===== src/rtl/fft4_pkg.sv =====
// Shared definitions for the fft4 streaming wrapper: default widths, latency
// and FSM state encodings.
package fft4_pkg;

    localparam int unsigned NB_INPUT_DEF    = 8;
    localparam int unsigned NB_OUTPUT_DEF   = 10;
    localparam int unsigned FFT_LATENCY_DEF = 4;
    localparam int unsigned N_POINTS        = 4;

    typedef enum logic {
        COL_FILL = 1'b0,
        COL_FULL = 1'b1
    } col_state_e;

    typedef enum logic {
        SER_IDLE = 1'b0,
        SER_SEND = 1'b1
    } ser_state_e;

endpackage


===== src/rtl/fft4_frame_buf.sv =====
// Two-frame result FIFO: whole frame written at once, one word read by bin index.
module fft4_frame_buf
    import fft4_pkg::*;
#(
    parameter int unsigned W = 20
) (
    input  logic         clk_i,
    input  logic         rst_i,
    input  logic         wr_i,
    input  logic [W-1:0] wr_x0_i,
    input  logic [W-1:0] wr_x1_i,
    input  logic [W-1:0] wr_x2_i,
    input  logic [W-1:0] wr_x3_i,
    input  logic         pop_i,
    input  logic [1:0]   rd_idx_i,
    output logic [W-1:0] rd_data_o,
    output logic [W-1:0] next_x0_o,
    output logic [1:0]   count_o
);

    logic [W-1:0] mem_q [2][N_POINTS];
    logic         wr_ptr_q;
    logic         rd_ptr_q;
    logic [1:0]   count_q;
    logic [1:0]   count_d;

    always_comb begin
        count_d = count_q;
        unique case ({wr_i, pop_i})
            2'b10:   count_d = count_q + 2'd1;
            2'b01:   count_d = count_q - 2'd1;
            default: count_d = count_q;
        endcase
    end

    always_ff @(posedge clk_i) begin
        if (rst_i) begin
            mem_q    <= '{default: '0};
            wr_ptr_q <= 1'b0;
            rd_ptr_q <= 1'b0;
            count_q  <= 2'd0;
        end else begin
            if (wr_i) begin
                mem_q[wr_ptr_q][0] <= wr_x0_i;
                mem_q[wr_ptr_q][1] <= wr_x1_i;
                mem_q[wr_ptr_q][2] <= wr_x2_i;
                mem_q[wr_ptr_q][3] <= wr_x3_i;
                wr_ptr_q           <= ~wr_ptr_q;
            end
            if (pop_i) begin
                rd_ptr_q <= ~rd_ptr_q;
            end
            count_q <= count_d;
        end
    end

    assign rd_data_o = mem_q[rd_ptr_q][rd_idx_i];
    // Word 0 of the frame behind the head, used to chain frames without a bubble.
    assign next_x0_o = mem_q[~rd_ptr_q][0];
    assign count_o   = count_q;

endmodule


===== src/rtl/fft4_frame_ctrl.sv =====
// Streaming sequencer around fft4: collects 4-sample frames, launches them under
// credit control, checks result timing and serialises results in bin order.
module fft4_frame_ctrl
    import fft4_pkg::*;
#(
    parameter int unsigned NB_INPUT    = NB_INPUT_DEF,
    parameter int unsigned NB_OUTPUT   = NB_OUTPUT_DEF,
    parameter int unsigned FFT_LATENCY = FFT_LATENCY_DEF
) (
    input  logic                   i_clk,
    input  logic                   i_rst,
    input  logic [2*NB_INPUT-1:0]  i_sample,
    input  logic                   i_valid,
    output logic                   o_ready,
    output logic [2*NB_INPUT-1:0]  o_fft_x0,
    output logic [2*NB_INPUT-1:0]  o_fft_x1,
    output logic [2*NB_INPUT-1:0]  o_fft_x2,
    output logic [2*NB_INPUT-1:0]  o_fft_x3,
    output logic                   o_fft_valid,
    output logic                   o_fft_enable,
    input  logic [2*NB_OUTPUT-1:0] i_fft_x0,
    input  logic [2*NB_OUTPUT-1:0] i_fft_x1,
    input  logic [2*NB_OUTPUT-1:0] i_fft_x2,
    input  logic [2*NB_OUTPUT-1:0] i_fft_x3,
    input  logic                   i_fft_valid,
    output logic [2*NB_OUTPUT-1:0] o_result,
    output logic [1:0]             o_index,
    output logic                   o_last,
    output logic                   o_valid,
    input  logic                   i_ready,
    output logic                   o_err
);

    localparam int unsigned SW = 2 * NB_INPUT;
    localparam int unsigned RW = 2 * NB_OUTPUT;

    col_state_e             col_q, col_d;
    logic [1:0]             slot_q, slot_d;
    logic [SW-1:0]          x_q [N_POINTS];
    logic [SW-1:0]          x_d [N_POINTS];
    logic                   ready_q, ready_d;
    logic                   fft_valid_q, fft_valid_d;
    logic                   enable_q;
    logic [1:0]             credit_q, credit_d;
    logic [FFT_LATENCY-1:0] tok_q;
    logic                   err_q, err_d;
    ser_state_e             ser_q, ser_d;
    logic [1:0]             idx_q, idx_d;
    logic                   valid_q, valid_d;
    logic                   last_q, last_d;
    logic [RW-1:0]          result_q, result_d;

    logic          launch_c;
    logic          tap_c;
    logic          buf_wr_c;
    logic          miss_c;
    logic          pop_c;
    logic [1:0]    count_c;
    logic [1:0]    rd_idx_c;
    logic [RW-1:0] rd_data_c;
    logic [RW-1:0] next_x0_c;

    // Collector: fill four slots, then launch once a credit is available.
    always_comb begin
        col_d       = col_q;
        slot_d      = slot_q;
        x_d         = x_q;
        ready_d     = 1'b0;
        fft_valid_d = 1'b0;
        launch_c    = 1'b0;
        unique case (col_q)
            COL_FILL: begin
                ready_d = 1'b1;
                if (i_valid && ready_q) begin
                    x_d[slot_q] = i_sample;
                    slot_d      = slot_q + 2'd1;
                    if (slot_q == 2'd3) begin
                        col_d   = COL_FULL;
                        ready_d = 1'b0;
                    end
                end
            end
            COL_FULL: begin
                if (credit_q != 2'd0) begin
                    launch_c    = 1'b1;
                    fft_valid_d = 1'b1;
                    ready_d     = 1'b1;
                    col_d       = COL_FILL;
                end
            end
            default: col_d = COL_FILL;
        endcase
    end

    // Expected-result token versus actual fft4 valid; mismatches are flagged.
    always_comb begin
        tap_c    = tok_q[FFT_LATENCY-1];
        buf_wr_c = tap_c & i_fft_valid;
        miss_c   = tap_c & ~i_fft_valid;
        err_d    = err_q | (tap_c ^ i_fft_valid);
        credit_d = credit_q + 2'(pop_c) + 2'(miss_c) - 2'(launch_c);
    end

    assign rd_idx_c = (ser_q == SER_SEND) ? idx_q + 2'd1 : 2'd0;

    // Serializer: walk bins 0..3 of the head frame, chaining into the next frame.
    always_comb begin
        ser_d    = ser_q;
        idx_d    = idx_q;
        valid_d  = valid_q;
        result_d = result_q;
        pop_c    = 1'b0;
        unique case (ser_q)
            SER_IDLE: begin
                if (count_c != 2'd0) begin
                    ser_d    = SER_SEND;
                    idx_d    = 2'd0;
                    valid_d  = 1'b1;
                    result_d = rd_data_c;
                end
            end
            SER_SEND: begin
                if (valid_q && i_ready) begin
                    if (idx_q == 2'd3) begin
                        pop_c = 1'b1;
                        idx_d = 2'd0;
                        if (count_c == 2'd2) begin
                            result_d = next_x0_c;
                        end else if (buf_wr_c) begin
                            result_d = i_fft_x0;
                        end else begin
                            ser_d   = SER_IDLE;
                            valid_d = 1'b0;
                        end
                    end else begin
                        idx_d    = idx_q + 2'd1;
                        result_d = rd_data_c;
                    end
                end
            end
            default: ser_d = SER_IDLE;
        endcase
        last_d = valid_d & (idx_d == 2'd3);
    end

    always_ff @(posedge i_clk) begin
        if (i_rst) begin
            col_q       <= COL_FILL;
            slot_q      <= 2'd0;
            x_q         <= '{default: '0};
            ready_q     <= 1'b0;
            fft_valid_q <= 1'b0;
            enable_q    <= 1'b0;
            credit_q    <= 2'd2;
            tok_q       <= '0;
            err_q       <= 1'b0;
            ser_q       <= SER_IDLE;
            idx_q       <= 2'd0;
            valid_q     <= 1'b0;
            last_q      <= 1'b0;
            result_q    <= '0;
        end else begin
            col_q       <= col_d;
            slot_q      <= slot_d;
            x_q         <= x_d;
            ready_q     <= ready_d;
            fft_valid_q <= fft_valid_d;
            enable_q    <= 1'b1;
            credit_q    <= credit_d;
            tok_q       <= (tok_q << 1) | FFT_LATENCY'(fft_valid_q);
            err_q       <= err_d;
            ser_q       <= ser_d;
            idx_q       <= idx_d;
            valid_q     <= valid_d;
            last_q      <= last_d;
            result_q    <= result_d;
        end
    end

    fft4_frame_buf #(
        .W (RW)
    ) u_buf (
        .clk_i     (i_clk),
        .rst_i     (i_rst),
        .wr_i      (buf_wr_c),
        .wr_x0_i   (i_fft_x0),
        .wr_x1_i   (i_fft_x1),
        .wr_x2_i   (i_fft_x2),
        .wr_x3_i   (i_fft_x3),
        .pop_i     (pop_c),
        .rd_idx_i  (rd_idx_c),
        .rd_data_o (rd_data_c),
        .next_x0_o (next_x0_c),
        .count_o   (count_c)
    );

    assign o_ready      = ready_q;
    assign o_fft_x0     = x_q[0];
    assign o_fft_x1     = x_q[1];
    assign o_fft_x2     = x_q[2];
    assign o_fft_x3     = x_q[3];
    assign o_fft_valid  = fft_valid_q;
    assign o_fft_enable = enable_q;
    assign o_result     = result_q;
    assign o_index      = idx_q;
    assign o_last       = last_q;
    assign o_valid      = valid_q;
    assign o_err        = err_q;

endmodule


===== config.mk =====
export PLATFORM = sky130hd
export DESIGN_NAME = fft4_frame_ctrl
export DESIGN_NICKNAME = d
export VERILOG_FILES = /design/src/rtl/fft4_pkg.sv /design/src/rtl/fft4_frame_buf.sv /design/src/rtl/fft4_frame_ctrl.sv
export SDC_FILE = /design/constraint.sdc
export NUM_CORES = 1
export LEC_CHECK = 0
export BUFFER_PORTS_ARGS = -buffer_cell sky130_fd_sc_hd__buf_2
export CAP_MARGIN = 40
export CORE_MARGIN = 8
export CORE_UTILIZATION = 40
export DETAILED_ROUTE_END_ITERATION = 6
export PLACE_DENSITY = 0.6
export SYNTH_ARGS = -nofsm -noshare
export SYNTH_HDL_FRONTEND = slang
export SYNTH_SLANG_ARGS = --single-unit

===== constraint.sdc =====
create_clock -name i_clk -period 3.26 [get_ports i_clk]
set_clock_uncertainty 0.15 [all_clocks]
set_input_delay 0.326 -clock i_clk [delete_from_list [all_inputs] [get_ports i_clk]]
set_output_delay 0.326 -clock i_clk [all_outputs]
set_load 0.01 [all_outputs]

==> flow_metrics.env <==
export IMPL_status="finished clean"
export IMPL_multiInputGateArea_um2=5520
export IMPL_maxSlewViolCount=0
export IMPL_synthCells=1425
export IMPL_fin_crit_sh_pct=73.3
export IMPL_dpl_hpwl_um=24200
export IMPL_ys_ff_latch=266
export IMPL_worst_ep_required_time_ps=3550
export IMPL_yosysSeqAreaShare_pct=46.5
export IMPL_cts_sinks=266
export IMPL_die_y_um=185
export IMPL_h_tree_depth=1
export IMPL_drt_iter0_markers=780
export IMPL_wl_per_cell_um=17.8
export IMPL_crit_arrival_ps=2680
export IMPL_seq_area_um2=5330
export IMPL_die_area_um2=34300
export IMPL_initial_core_util_pct=40.2
export IMPL_io_pins=193
export IMPL_cap_viol_max_count=0
export IMPL_max_vdd_ir_drop_uv=371
export IMPL_synth_xor_area_share_pct=0.459
export IMPL_hold_viol=0
export IMPL_synthMuxAreaShare_pct=8.74
export IMPL_drive_above_1_share_pct=16.3
export IMPL_setup_tns_ps=0
export IMPL_grt_pass1_vias=10185
export IMPL_p_leak_nw=5.00
export IMPL_gp_congestion=0.918
export IMPL_grt_overflow_total=0
export IMPL_grt_first_pass_wirelength_um=56600
export IMPL_synth_top_family_by_area="simple AND/OR/NAND/NOR gates"
export IMPL_grt_antenna_before_repair=0
export IMPL_rsz0062_at_grt="no"
export IMPL_synth_cell_area_um2=11500
export IMPL_cts_setup_buffers=0
export IMPL_yosys_warnings=0
export IMPL_die_width_um=185
export IMPL_dp_cells=1904
export IMPL_final_util_pct=50.8
export IMPL_period_needed_ps=2390
export IMPL_core_area_um2=28500
export IMPL_worstMarginPinSlew_ps=887
export IMPL_yosysUniqueCellTypes=44
export IMPL_synthAdderAreaFrac_pct=1.09
export IMPL_fin_cells=2056
export IMPL_portBuffers=192
export IMPL_fill_cells=2765
export IMPL_route_detailed_drc=0
export IMPL_critPathKind="register to register"
export IMPL_fmax_mhz=418
export IMPL_synth_simple_area_share_pct=20.1
export IMPL_ctsResizeCount=0
export IMPL_ant_nets=0
export IMPL_power_density_nw_per_um2=476
export IMPL_grt_start_max_net_pins=193
export IMPL_cts_root_buffer="clkbuf_16"
export IMPL_cts_tree="yes"
export IMPL_grt_use_total_pct=20.7
export IMPL_vias=10657
export IMPL_maxSlewHeadroom_pct=40.9
export IMPL_syn_area_per_cell_um2=8.04
export IMPL_rows=62
export IMPL_antenna_cells=0
export IMPL_cts_buffers=30
export IMPL_synth_compound_area_share_pct=17.6
export IMPL_path_max_fanout=21
export IMPL_fin_nets=1760
export IMPL_syn_nets=1536
export IMPL_report_final_setup_viol=0
export IMPL_vias_per_cell=5.18
export IMPL_clockBufferDepth=3
export IMPL_end_kind="register"
export IMPL_startpoint_type="register"
export IMPL_clkTransAtPathRegs_ps=60
export IMPL_area_growth_pct=26.4
export IMPL_clock_latency_ps=550
export IMPL_dr_pass1_iters=7
export IMPL_routed_wl_um=36500
export IMPL_hp_class="input pin to register"
==> metal layers <==
layer  part of all wire, %  wire (um)  GRT usage, %  vias to the layer above
li1                      -          -             -                     5242
met1                    44      16000          27.1                     4997
met2                    46      16600          33.1                      349
met3                   7.8       2860          4.98                       69
met4                   2.9       1070          6.53                        0
met5                     0          0             0                        -
==> synth_stat cells (all sizes together) <==
master	instances	area [um^2]
nand2	475	1790
a21oi	270	1350
dfxtp	266	5330
mux2i	100	1000
buf	66	400
clkbuf	49	186
nor2	31	119
o21ai	23	115
a211oi	21	158
nand3b	20	150
o2111ai	20	175
o2bb2ai	20	175
ha	10	125
inv	9	33.8
and2	7	43.8
nor2b	7	43.8
nor3	6	35.0
xnor2	4	35.0
nand2b	3	21.3
a31oi	2	27.5
and3	2	12.5
nand3	2	15.0
nor3b	2	25.0
xor2	2	17.5
a2bb2oi	1	8.76
and3b	1	8.76
and4	1	8.76
and4b	1	10.0
nand4	1	12.5
o21ba	1	10.0
or3	1	6.26
or3b	1	8.76
==> worst max-delay path, stage by stage (launching register included) <==
cell and delay [ps]:
dfxtp_1 470, ha_1 370, and2_1 710, and4_1 330, nor3_2 60, nor3b_2 190
==> timing repair <==
item / CTS / global route
endpoints found under the hold margin: 225 / 0
setup endpoints to repair: 0 / 0
hold buffers: 97 / 0
==> cells in the final DEF (no fill, tap or decap), types with 2 or more instances in the layout <==
master and n:
o2bb2ai_1 20, clkinv_2 7, o21ai_1 2, nor3b_2 2, o2111ai_1 20, nor3_2 2
ha_1 10, clkbuf_1 8, nand2_2 2, a21oi_1 270, and2_1 6, buf_2 191
buf_4 12, a211oi_1 21, nor2_1 30, and3_1 2, nand3b_1 20, nand2_1 473
nand2b_2 2, inv_1 8, clkbuf_8 6, mux2i_1 100, clkbuf_16 30, dfxtp_1 265
dlygate4sd3_1 97, xor2_1 2, o21ai_0 21, nor2b_1 7, xnor2_1 4, buf_12 6
nor3_1 4
==> state kept, by name (all words and copies together) (netlist names), 4 cells and up <==
| name | count |
|---|---|
| o_fft_x2 | 16 |
| o_result | 20 |
| o_fft_x0 | 16 |
| o_fft_x3 | 16 |
| o_fft_x1 | 16 |
| tok_q | 4 |
| u_buf.mem_q | 160 |
==> cell families after synthesis <==
logic type               count (synthesis)
flip-flops                             266
AO/OA/AOI/OAI                          358
buffers and inverters                  124
XOR/XNOR                                 6
adder cells (fa/ha/maj)                 10
multiplexers                           100
AND/OR/NAND/NOR                        561
==> final timing paths <==
| check | startpoint | cells past startpoint | endpoint | slack (ps) |
|---|---|---|---|---|
| worst max-delay path | o_index[0]$_SDFF_PP0_ | 5 | o_last$_SDFF_PP0_ | 870 |
| worst min-delay path | i_ready | 3 | o_valid$_SDFF_PP0_ | 80 |
| worst max register to register | o_index[0]$_SDFF_PP0_ | 5 | o_last$_SDFF_PP0_ | 870 |
| worst min register to register | tok_q[1]$_SDFF_PP0_ | 1 | tok_q[2]$_SDFF_PP0_ | 290 |
==> cell type report <==
cell class	count	area share (%)
timing repair buffer	307	14.8
multi-input combinational	1035	38.1
clock inverter	11	0.683
clock buffer	44	5.96
sequential	266	36.8
inverter	9	0.233
tap	384	3.32
==> where the power goes <==
group	switching [W]	internal (W)	leakage, nW
Clock	0.00136	0.00191	0.479
Sequential	0.0000105	0.00327	2.15
Combinational	0.000179	0.000160	2.38
Total	0.00155	0.00534	5.00
==> stage by stage <==
step	total power, W	setup WS [ps]	instance area, um^2	hold WS [ps]
5_1_grt	0.00714	748	14500	79.0
4_1_cts	0.00697	873	14500	60.2
2_1_floorplan	0.00346	1240	11500	264
3_3_place_gp	0.00359	953	12500	266
6_report	0.00689	870	14500	83.5
3_5_place_dp	0.00360	900	12500	276
Note: power is estimated with default switching activity, not from simulation.
